$ cat config.mk
export PLATFORM = sky130hd
export DESIGN_NAME = nec_ir_rx_ext
export DESIGN_NICKNAME = d
export VERILOG_FILES = /design/src/rtl/nec_ir_rx_pkg.sv /design/src/rtl/nec_ir_rx_fifo.sv /design/src/rtl/nec_ir_rx_ext.sv
export SDC_FILE = /design/constraint.sdc
export NUM_CORES = 1
export LEC_CHECK = 0
export ABC_AREA = 1
export CAP_MARGIN = 25
export CORE_UTILIZATION = 50
export CTS_BUF_LIST = sky130_fd_sc_hd__clkbuf_4
export DETAILED_ROUTE_END_ITERATION = 16
export HOLD_SLACK_MARGIN = 0.15
export PLACE_DENSITY = 0.75
export SETUP_SLACK_MARGIN = 0.15
export SYNTH_ARGS = -nofsm -noshare
export SYNTH_HDL_FRONTEND = slang
export SYNTH_HIERARCHICAL = 1
export SYNTH_SLANG_ARGS = --single-unit
$ cat constraint.sdc
create_clock -name clk -period 6.5 [get_ports clk]
set_clock_uncertainty 0.15 [all_clocks]
set_input_delay 0.975 -clock clk [delete_from_list [all_inputs] [get_ports clk]]
set_output_delay 0.975 -clock clk [all_outputs]
set_load 0.02 [all_outputs]
$ cat src/rtl/nec_ir_rx_pkg.sv
// Shared types for the NEC IR receiver: FSM states, pulse windows in ticks, FIFO frame word.
package nec_ir_rx_pkg;

  typedef enum logic [2:0] {
    S_IDLE,
    S_LEAD_MARK,
    S_LEAD_SPACE,
    S_BIT_MARK,
    S_BIT_SPACE,
    S_STOP_MARK,
    S_RPT_STOP
  } state_t;

  localparam int LEAD_MARK_MIN  = 96;
  localparam int LEAD_MARK_MAX  = 160;
  localparam int LEAD_SPACE_MIN = 48;
  localparam int LEAD_SPACE_MAX = 80;
  localparam int RPT_SPACE_MIN  = 24;
  localparam int RPT_SPACE_MAX  = 40;
  localparam int BIT_MARK_MIN   = 4;
  localparam int BIT_MARK_MAX   = 12;
  localparam int SPACE0_MIN     = 4;
  localparam int SPACE0_MAX     = 12;
  localparam int SPACE1_MIN     = 18;
  localparam int SPACE1_MAX     = 30;

  typedef struct packed {
    logic        rpt;
    logic        ext;
    logic [15:0] addr;
    logic [7:0]  cmd;
  } frame_t;

  function automatic logic in_win(input int d, input int lo, input int hi);
    return (d >= lo) && (d <= hi);
  endfunction

endpackage

$ cat src/rtl/nec_ir_rx_fifo.sv
// Synchronous show-ahead FIFO; head is presented on dout, forced to zero while empty.
module nec_ir_rx_fifo #(
  parameter int DEPTH = 4,
  parameter int FW    = 26
) (
  input  logic          clk,
  input  logic          rst,
  input  logic          push,
  input  logic [FW-1:0] din,
  input  logic          pop,
  output logic [FW-1:0] dout,
  output logic          empty,
  output logic          full
);

  localparam int AW = $clog2(DEPTH);

  logic [FW-1:0] mem [DEPTH];
  logic [AW-1:0] wptr, rptr;
  logic [AW:0]   count;
  logic          do_push, do_pop;

  assign empty   = (count == '0);
  assign full    = (count == (AW+1)'(DEPTH));
  assign do_pop  = pop && !empty;
  // A pop frees the slot in the same clock, so a full FIFO still accepts a push then.
  assign do_push = push && (!full || do_pop);
  assign dout    = empty ? '0 : mem[rptr];

  always_ff @(posedge clk) begin
    if (do_push) mem[wptr] <= din;
  end

  always_ff @(posedge clk) begin
    if (rst) begin
      wptr  <= '0;
      rptr  <= '0;
      count <= '0;
    end else begin
      if (do_push) wptr <= wptr + AW'(1);
      if (do_pop)  rptr <= rptr + AW'(1);
      case ({do_push, do_pop})
        2'b10:   count <= count + (AW+1)'(1);
        2'b01:   count <= count - (AW+1)'(1);
        default: ;
      endcase
    end
  end

endmodule

$ cat src/rtl/nec_ir_rx_ext.sv
// NEC / extended-NEC IR receiver: synchroniser, 2-sample glitch filter, pulse timer, frame FSM, frame FIFO.
// Define NEC_IR_RX_ERR_CNT_EN to add the saturating err_cnt output.
module nec_ir_rx_ext
  import nec_ir_rx_pkg::*;
#(
  parameter int NB_STAGES = 3,
  parameter int TSIZE     = 8,
  parameter int DEPTH     = 4,
  parameter int FW        = 26
) (
  input  logic          clk,
  input  logic          rst,
  input  logic          ir_rx,
  input  logic          tick,
  input  logic          cfg_en,
  input  logic          cfg_polarity,
  input  logic          cfg_repeat_en,
  input  logic          cfg_ext_addr,
  input  logic          rd_en,
  output logic [FW-1:0] rd_data,
  output logic          rd_empty,
  output logic          fifo_full,
  output logic          ovf,
  input  logic          ovf_clr,
  output logic          frame_err
`ifdef NEC_IR_RX_ERR_CNT_EN
  ,
  output logic [7:0]    err_cnt
`endif
);

  localparam logic [TSIZE-1:0] TMAX = '1;

  logic [NB_STAGES-1:0] sync_q;
  logic                 mark_s, samp_q, level, edge_det;
  logic [TSIZE-1:0]     dur, dur_inc;
  int                   dur_int;

  state_t      state;
  logic [4:0]  bit_cnt;
  logic [31:0] shreg;
  logic [7:0]  b0, b1, b2, b3;
  logic [15:0] rx_addr;
  logic        frame_ok, bm_ok, sp0_ok, sp1_ok, drop;
  frame_t      last_q, push_word;
  logic        last_valid, push_v;

  assign mark_s   = cfg_polarity ? sync_q[NB_STAGES-1] : ~sync_q[NB_STAGES-1];
  assign edge_det = tick && (mark_s == samp_q) && (mark_s != level);
  assign dur_inc  = (dur == TMAX) ? dur : dur + TSIZE'(1);
  assign dur_int  = 32'(dur_inc);

  assign {b3, b2, b1, b0} = shreg;
  assign frame_ok = (b2 == ~b3) && (cfg_ext_addr || (b0 == ~b1));
  assign rx_addr  = cfg_ext_addr ? {b1, b0} : {8'h00, b0};
  assign bm_ok    = in_win(dur_int, BIT_MARK_MIN, BIT_MARK_MAX);
  assign sp0_ok   = in_win(dur_int, SPACE0_MIN, SPACE0_MAX);
  assign sp1_ok   = in_win(dur_int, SPACE1_MIN, SPACE1_MAX);

  always_ff @(posedge clk) begin
    if (rst) begin
      sync_q <= '0;
      samp_q <= 1'b0;
      level  <= 1'b0;
      dur    <= '0;
    end else begin
      sync_q <= {sync_q[NB_STAGES-2:0], ir_rx};
      if (!cfg_en) begin
        samp_q <= 1'b0;
        level  <= 1'b0;
        dur    <= '0;
      end else if (tick) begin
        samp_q <= mark_s;
        if (edge_det) begin
          level <= mark_s;
          dur   <= '0;
        end else begin
          dur <= dur_inc;
        end
      end
    end
  end

  always_ff @(posedge clk) begin
    if (rst) begin
      state      <= S_IDLE;
      bit_cnt    <= '0;
      shreg      <= '0;
      last_q     <= '0;
      last_valid <= 1'b0;
      push_v     <= 1'b0;
      push_word  <= '0;
      frame_err  <= 1'b0;
    end else begin
      push_v    <= 1'b0;
      frame_err <= 1'b0;
      if (!cfg_en) begin
        state      <= S_IDLE;
        last_valid <= 1'b0;
      end else if (edge_det) begin
        // Unless a branch below accepts the edge, the frame is rejected.
        state     <= S_IDLE;
        frame_err <= (state != S_IDLE);
        case (state)
          S_IDLE: if (mark_s) state <= S_LEAD_MARK;
          S_LEAD_MARK:
            if (in_win(dur_int, LEAD_MARK_MIN, LEAD_MARK_MAX)) begin
              state     <= S_LEAD_SPACE;
              frame_err <= 1'b0;
            end
          S_LEAD_SPACE:
            if (in_win(dur_int, LEAD_SPACE_MIN, LEAD_SPACE_MAX)) begin
              state     <= S_BIT_MARK;
              bit_cnt   <= '0;
              frame_err <= 1'b0;
            end else if (in_win(dur_int, RPT_SPACE_MIN, RPT_SPACE_MAX)) begin
              state     <= S_RPT_STOP;
              frame_err <= 1'b0;
            end
          S_BIT_MARK:
            if (bm_ok) begin
              state     <= S_BIT_SPACE;
              frame_err <= 1'b0;
            end
          S_BIT_SPACE:
            if (sp0_ok || sp1_ok) begin
              shreg     <= {sp1_ok, shreg[31:1]};
              bit_cnt   <= bit_cnt + 5'd1;
              state     <= (bit_cnt == 5'd31) ? S_STOP_MARK : S_BIT_MARK;
              frame_err <= 1'b0;
            end
          S_STOP_MARK:
            if (bm_ok) begin
              if (frame_ok) begin
                push_v     <= 1'b1;
                push_word  <= {1'b0, cfg_ext_addr, rx_addr, b2};
                last_q     <= {1'b0, cfg_ext_addr, rx_addr, b2};
                last_valid <= 1'b1;
                frame_err  <= 1'b0;
              end else begin
                last_valid <= 1'b0;
              end
            end
          S_RPT_STOP:
            if (bm_ok) begin
              frame_err <= 1'b0;
              if (cfg_repeat_en && last_valid) begin
                push_v    <= 1'b1;
                push_word <= {1'b1, last_q.ext, last_q.addr, last_q.cmd};
              end
            end
          default: ;
        endcase
      end else if (tick && (dur_inc == TMAX) && (state != S_IDLE)) begin
        state     <= S_IDLE;
        frame_err <= 1'b1;
      end
    end
  end

  nec_ir_rx_fifo #(.DEPTH(DEPTH), .FW(FW)) u_fifo (
    .clk   (clk),
    .rst   (rst),
    .push  (push_v),
    .din   (push_word),
    .pop   (rd_en),
    .dout  (rd_data),
    .empty (rd_empty),
    .full  (fifo_full)
  );

  assign drop = push_v && fifo_full && !rd_en;

  always_ff @(posedge clk) begin
    if (rst) begin
      ovf <= 1'b0;
    end else begin
      if (ovf_clr) ovf <= 1'b0;
      if (drop)    ovf <= 1'b1;
    end
  end

`ifdef NEC_IR_RX_ERR_CNT_EN
  always_ff @(posedge clk) begin
    if (rst || ovf_clr) err_cnt <= '0;
    else if (frame_err && (err_cnt != 8'hFF)) err_cnt <= err_cnt + 8'd1;
  end
`endif

endmodule

======== Yosys cells after proc, flatten, opt, wreduce, memory -nomap -nowiden ========
Memory sizes are Yosys's and may differ from the RTL's. A register that Yosys moved wholly into a read port is not among the register bits.
Index checks and enable logic that the tools add are counted.
storage, ports and cells
  flip-flop bits (word level) ............. 115
  bits in latches ......................... 0
  memory bits (writable) .................. 104
  ROM bits ................................ 0
  input port bits ......................... 10
  output and inout port bits .............. 30
  word-level logic and storage cells ...... 148
  memories kept ........................... 1
memories
  name        depth  bits a word  read ports  clocked after Yosys merged registers in  write ports  RTL line              text
  u_fifo.mem  4      26           1           1                                        1            nec_ir_rx_fifo.sv:18  logic [FW-1:0] mem [DEPTH];
operators by class
  $add $sub $neg .......................... 6
  $mul .................................... 0
  divide/modulo/power cells ............... 0
  $lt $le $gt $ge ......................... 10
  eq/ne operators ......................... 22
  shift-type cells ........................ 0
  mux-type cells .......................... 45
  bitwise logic cells ..................... 5
  reduce and logical (&&, ||, !) cells .... 38
operators by type and width
  cell                   count
  $mux W26               5
  $pmux W26 S2           1
  $mux W3                7
  $mux W1                19
  $eq A8 B8 Y1           2
  $eq A8 B8 Y1 const B   2
  $ge A8 B5 Y1 const B   2
  $mux W16               1
  $mux W8                2
  $not A8 Y8             2
  $logic_and A1 B1 Y1    15
  $pmux W3 S5            1
  $eq A3 B3 Y1 const B   4
  $ne A2 B2 Y1 const B   6
  $mux W5                2
  $pmux W5 S2            1
  $reduce_and A5 Y1      2
  $reduce_bool A2 Y1     5
  $add A8 B1 Y8 const B  1
  $ge A8 B3 Y1 const B   1
  $ge A8 B6 Y1 const B   1
  $ge A8 B7 Y1 const B   1
  $le A8 B4 Y1 const B   1
  $le A8 B5 Y1 const B   1
  29 further kinds       41

======== Depth between registers and ports, before layout ========
  depth in word-level cells ............... 8
  gate-level depth with buffers ........... 18

======== Hierarchy ========
The synthesis kept the hierarchy.
by module, submodules not included
  module          times used  cells each  area each (um^2)  sequential area each (um^2)
  nec_ir_rx_ext   1           771         5262.5            2162.1
  nec_ir_rx_fifo  1           380         4555.6            3303.2

======== Worst setup path after synthesis ========
No wires, ideal clock.
  path type ............................... input -> register
  from .................................... input rd_en
  to ...................................... memory u_fifo.mem[0][0] (enable)
  setup time .............................. 409 ps
  arrival ................................. 2384 ps
  path slack .............................. 3557 ps
  stages .................................. 4
  cell sequence ........................... inv_1 nand3_1 nand2_1 nor2_1
between the ends
  cells in the longest elaborated chain, start to end .. 5
RTL lines
  element                        RTL line              text
  start: declaration             nec_ir_rx_ext.sv:19   input logic rd_en,
  $logic_and A1 B1 Y1            nec_ir_rx_fifo.sv:25  assign do_pop = pop && !empty;
  $logic_or A1 B1 Y1             nec_ir_rx_fifo.sv:27  assign do_push = push && (!full || do_pop);
  $logic_and A1 B1 Y1            nec_ir_rx_fifo.sv:27
  $mux W1                        nec_ir_rx_fifo.sv:31  if (do_push) mem[wptr] <= din;
  $mux W1 (implied by the code)  nec_ir_rx_fifo.sv:31
  end: declaration               nec_ir_rx_fifo.sv:18
Every way passes these cells.

==> flow_metrics.tcl <==
set metrics [dict create \
    maxCapViolCount 0 \
    ys_warn_count 6 \
    holdWs_ns 0.249 \
    dieHeight_um 142 \
    syn_area_sq_um 9820 \
    antenna_found_initial 0 \
    cp_slowest_cell "inv_2" \
    max_clock_freq_ghz 0.237 \
    postCtsSetupBuffers 0 \
    path_max_fanout 53 \
    p_leak_nw 4.32 \
    startpoint_type "flip-flop" \
    swShare_pct 24.2 \
    wire_per_inst_um 13.8 \
    grt-ovfl-total 0 \
    crit_chain "buf_4, inv_2, o21ai_0, a21oi_1, clkdlybuf4s50_1" \
    p_int_mw 2.14 \
    n_antenna_cell 0 \
    vdd_drop_max_v 0.000158 \
    synth_cell_type_count 43 \
    final_nets 1222 \
    grt_pass1_vias 7288 \
    synth-main-ff-cell "dfxtp_1" \
    min-delay-start "sync_q[0]$_SDFF_PP0_" \
    synth.area.top_cells "edfxtp_1, dfxtp_1, nor2_1" \
    vias 7836 \
    chipWidth_um 142 \
    synth_top_area_share_pct 31.8 \
    core-area_sq_um 19000 \
    setup_viol 0 \
    yosysMostFrequentCell "nor2_1" \
    path_clk_slew_ns 0.07 \
    drtIter0Drc 512 \
    syn-mean-instance-area_sq_um 8.53 \
    clock-sinks 221 \
    firstDrtPassIters 5 \
    clockRootBuffer "clkbuf_4" \
    status "finished clean" \
    rsz0062_at_grt "false" \
    maxSlewHeadroom_pct 35.2 \
    finalCritPeriodShare_pct 64.9 \
    endpoint_kind "output port" \
    path_buf_inv 3 \
    htreeDepth 2 \
    rows 50 \
    switchingPower_mw 0.681 \
    synth-edff-count 104 \
    cp.arrival_ns 3.09 \
    final_hold_viol_count 0 \
    portBuffers 39 \
    p_per_area_nw_per_um2 255 \
    yosysTopAreaCell "edfxtp_1" \
    hp-class "reg -> reg" \
    syn-num-nets 1170 \
    drt-total-wl_um 20700 \
    grt_max_degree 60 \
    viasPerCell 5.21 \
    clock_latency_ns 0.68 \
    p_clk_share_pct 40.8 \
    grt_pass1_wl_um 34300 \
    syn_inst 1151 \
    path_class "reg -> out" \
    dp_hpwl_um 13100 \
    crit_family "buffers and inverters" \
    worstPathRequired_ns 5.37 \
    seq_area_frac_synth_pct 55.7 \
    r2r_start "dur[1]$_SDFFE_PP0P_" \
    start_util_pct 51.8 \
    gp_congestion 0.900 \
    ant_nets 0 \
    pin_count 40 \
    clockBufferDepth 3 \
    cpPeakStageDelay_ns 0.67 \
    cts_resized 0 \
    synth-seq-cells 221 \
    numCtsBuffers 54 \
    comb_power_share_pct 7.5 \
    worstMarginPinSlew_ns 0.971 \
    drc 0 \
    synthTopCellsByCount "nor2_1, nand2_1, dfxtp_1, o21ai_0, a21oi_1" \
    drive_gt1_share_pct 10.6 \
    setup_tns_ns 0 \
    period_needed_ns 4.22 \
    areaGrowthSynthToFinish_pct 12.5 \
    finalMaxSlewViolations 0 \
    grt_use_total_pct 21.0 \
    async_flop_share_pct 0 \
    cts_tree "built" \
    p_seq_share_pct 51.6 \
    ctsHoldBuffers 0 \
    dieArea_sq_um 20200 \
]
[layout make-up]
cell class | instances | area [sq um]
fillers | 1694 | 7910
well taps | 260 | 325
clock buffers | 90 | 676
clock inverters | 8 | 40.0
inverters | 94 | 355
multi-input cells | 783 | 3710
flip-flops and latches | 221 | 5470
repair buffers | 49 | 473
[tightest hold or removal path, stage by stage, from the launching register on]
cell and delay, ns:
dfxtp_1 0.29, inv_1 0.04, nor2_1 0.03
[power groups by stage]
stage	Combinational, mW	Sequential, mW	Clock, mW
detailed placement	0.213	1.49	0
finish	0.213	1.46	1.15
global route	0.239	1.45	1.25
global placement	0.205	1.49	0
CTS	0.214	1.45	1.19
floorplan	0.163	1.48	0
[logic make-up (layout without fill, tap and decap cells)]
group | after synthesis | in the layout | synth area share (%)
buffers and inverters | 147 | 241 | 6.82
flip-flops | 221 | 221 | 55.7
adder cells (fa/ha/maj) | 9 | 9 | 1.22
XOR/XNOR | 13 | 13 | 1.16
AND/OR/NAND/NOR | 508 | 508 | 22.0
AO/OA/AOI/OAI | 253 | 253 | 13.1
[per-stage QoR]
stage | utilization (%) | cell area [sq um] | std cells | total power, mW | setup slack, ns
global route | 58.3 | 11000 | 1505 | 2.95 | 2.09
floorplan | - | 9820 | 1151 | 1.65 | 3.56
CTS | 58.3 | 11000 | 1504 | 2.85 | 2.22
global placement | 54.4 | 10300 | 1405 | 1.69 | 1.87
finish | 58.3 | 11000 | 1505 | 2.82 | 2.28
detailed placement | 54.5 | 10300 | 1406 | 1.70 | 1.75
[final timing paths]
path / to / slack [ns] / cells after the start
worst max register to register: shreg[31]$_SDFFE_PP0P_ / 2.81 / 14
worst min register to register: sync_q[1]$_SDFF_PP0_ / 0.25 / 2
worst max-delay path: rd_data[0] / 2.28 / 5
worst min-delay path: sync_q[1]$_SDFF_PP0_ / 0.25 / 2
[flip-flops by register name (all words and copies together) (netlist names), named ones only]
name / count
bit_cnt: 5
dur: 8
frame_err: 1
last_q: 25
last_valid: 1
level: 1
ovf: 1
push_v: 1
push_word: 26
samp_q: 1
shreg: 32
state: 3
sync_q: 3
u_fifo/count: 3
u_fifo/mem: 104
u_fifo/rptr: 2
u_fifo/wptr: 2
[metal layers]
metal / vias to the layer above / share of wire [%] / GRT usage [%]
li1: 3981 / - / -
met1: 3619 / 45 / 26.9
met2: 200 / 48 / 35.4
met3: 36 / 4.9 / 3.77
met4: 0 / 2.0 / 7.87
met5: - / 0 / 0
[layout by cell type (no fill, tap or decap), types with 9 or more instances in the layout]
| cell | instances |
|---|---|
| nor2_1 | 201 |
| nand4_1 | 25 |
| nand2_1 | 204 |
| nand3_1 | 38 |
| o21ai_0 | 117 |
| inv_1 | 85 |
| a21oi_1 | 107 |
| clkbuf_4 | 90 |
| clkdlybuf4s50_1 | 39 |
| o21ai_1 | 21 |
| xor2_1 | 9 |
| edfxtp_1 | 104 |
| dfxtp_1 | 117 |
| buf_4 | 9 |
(Power assumes the default switching activity.)
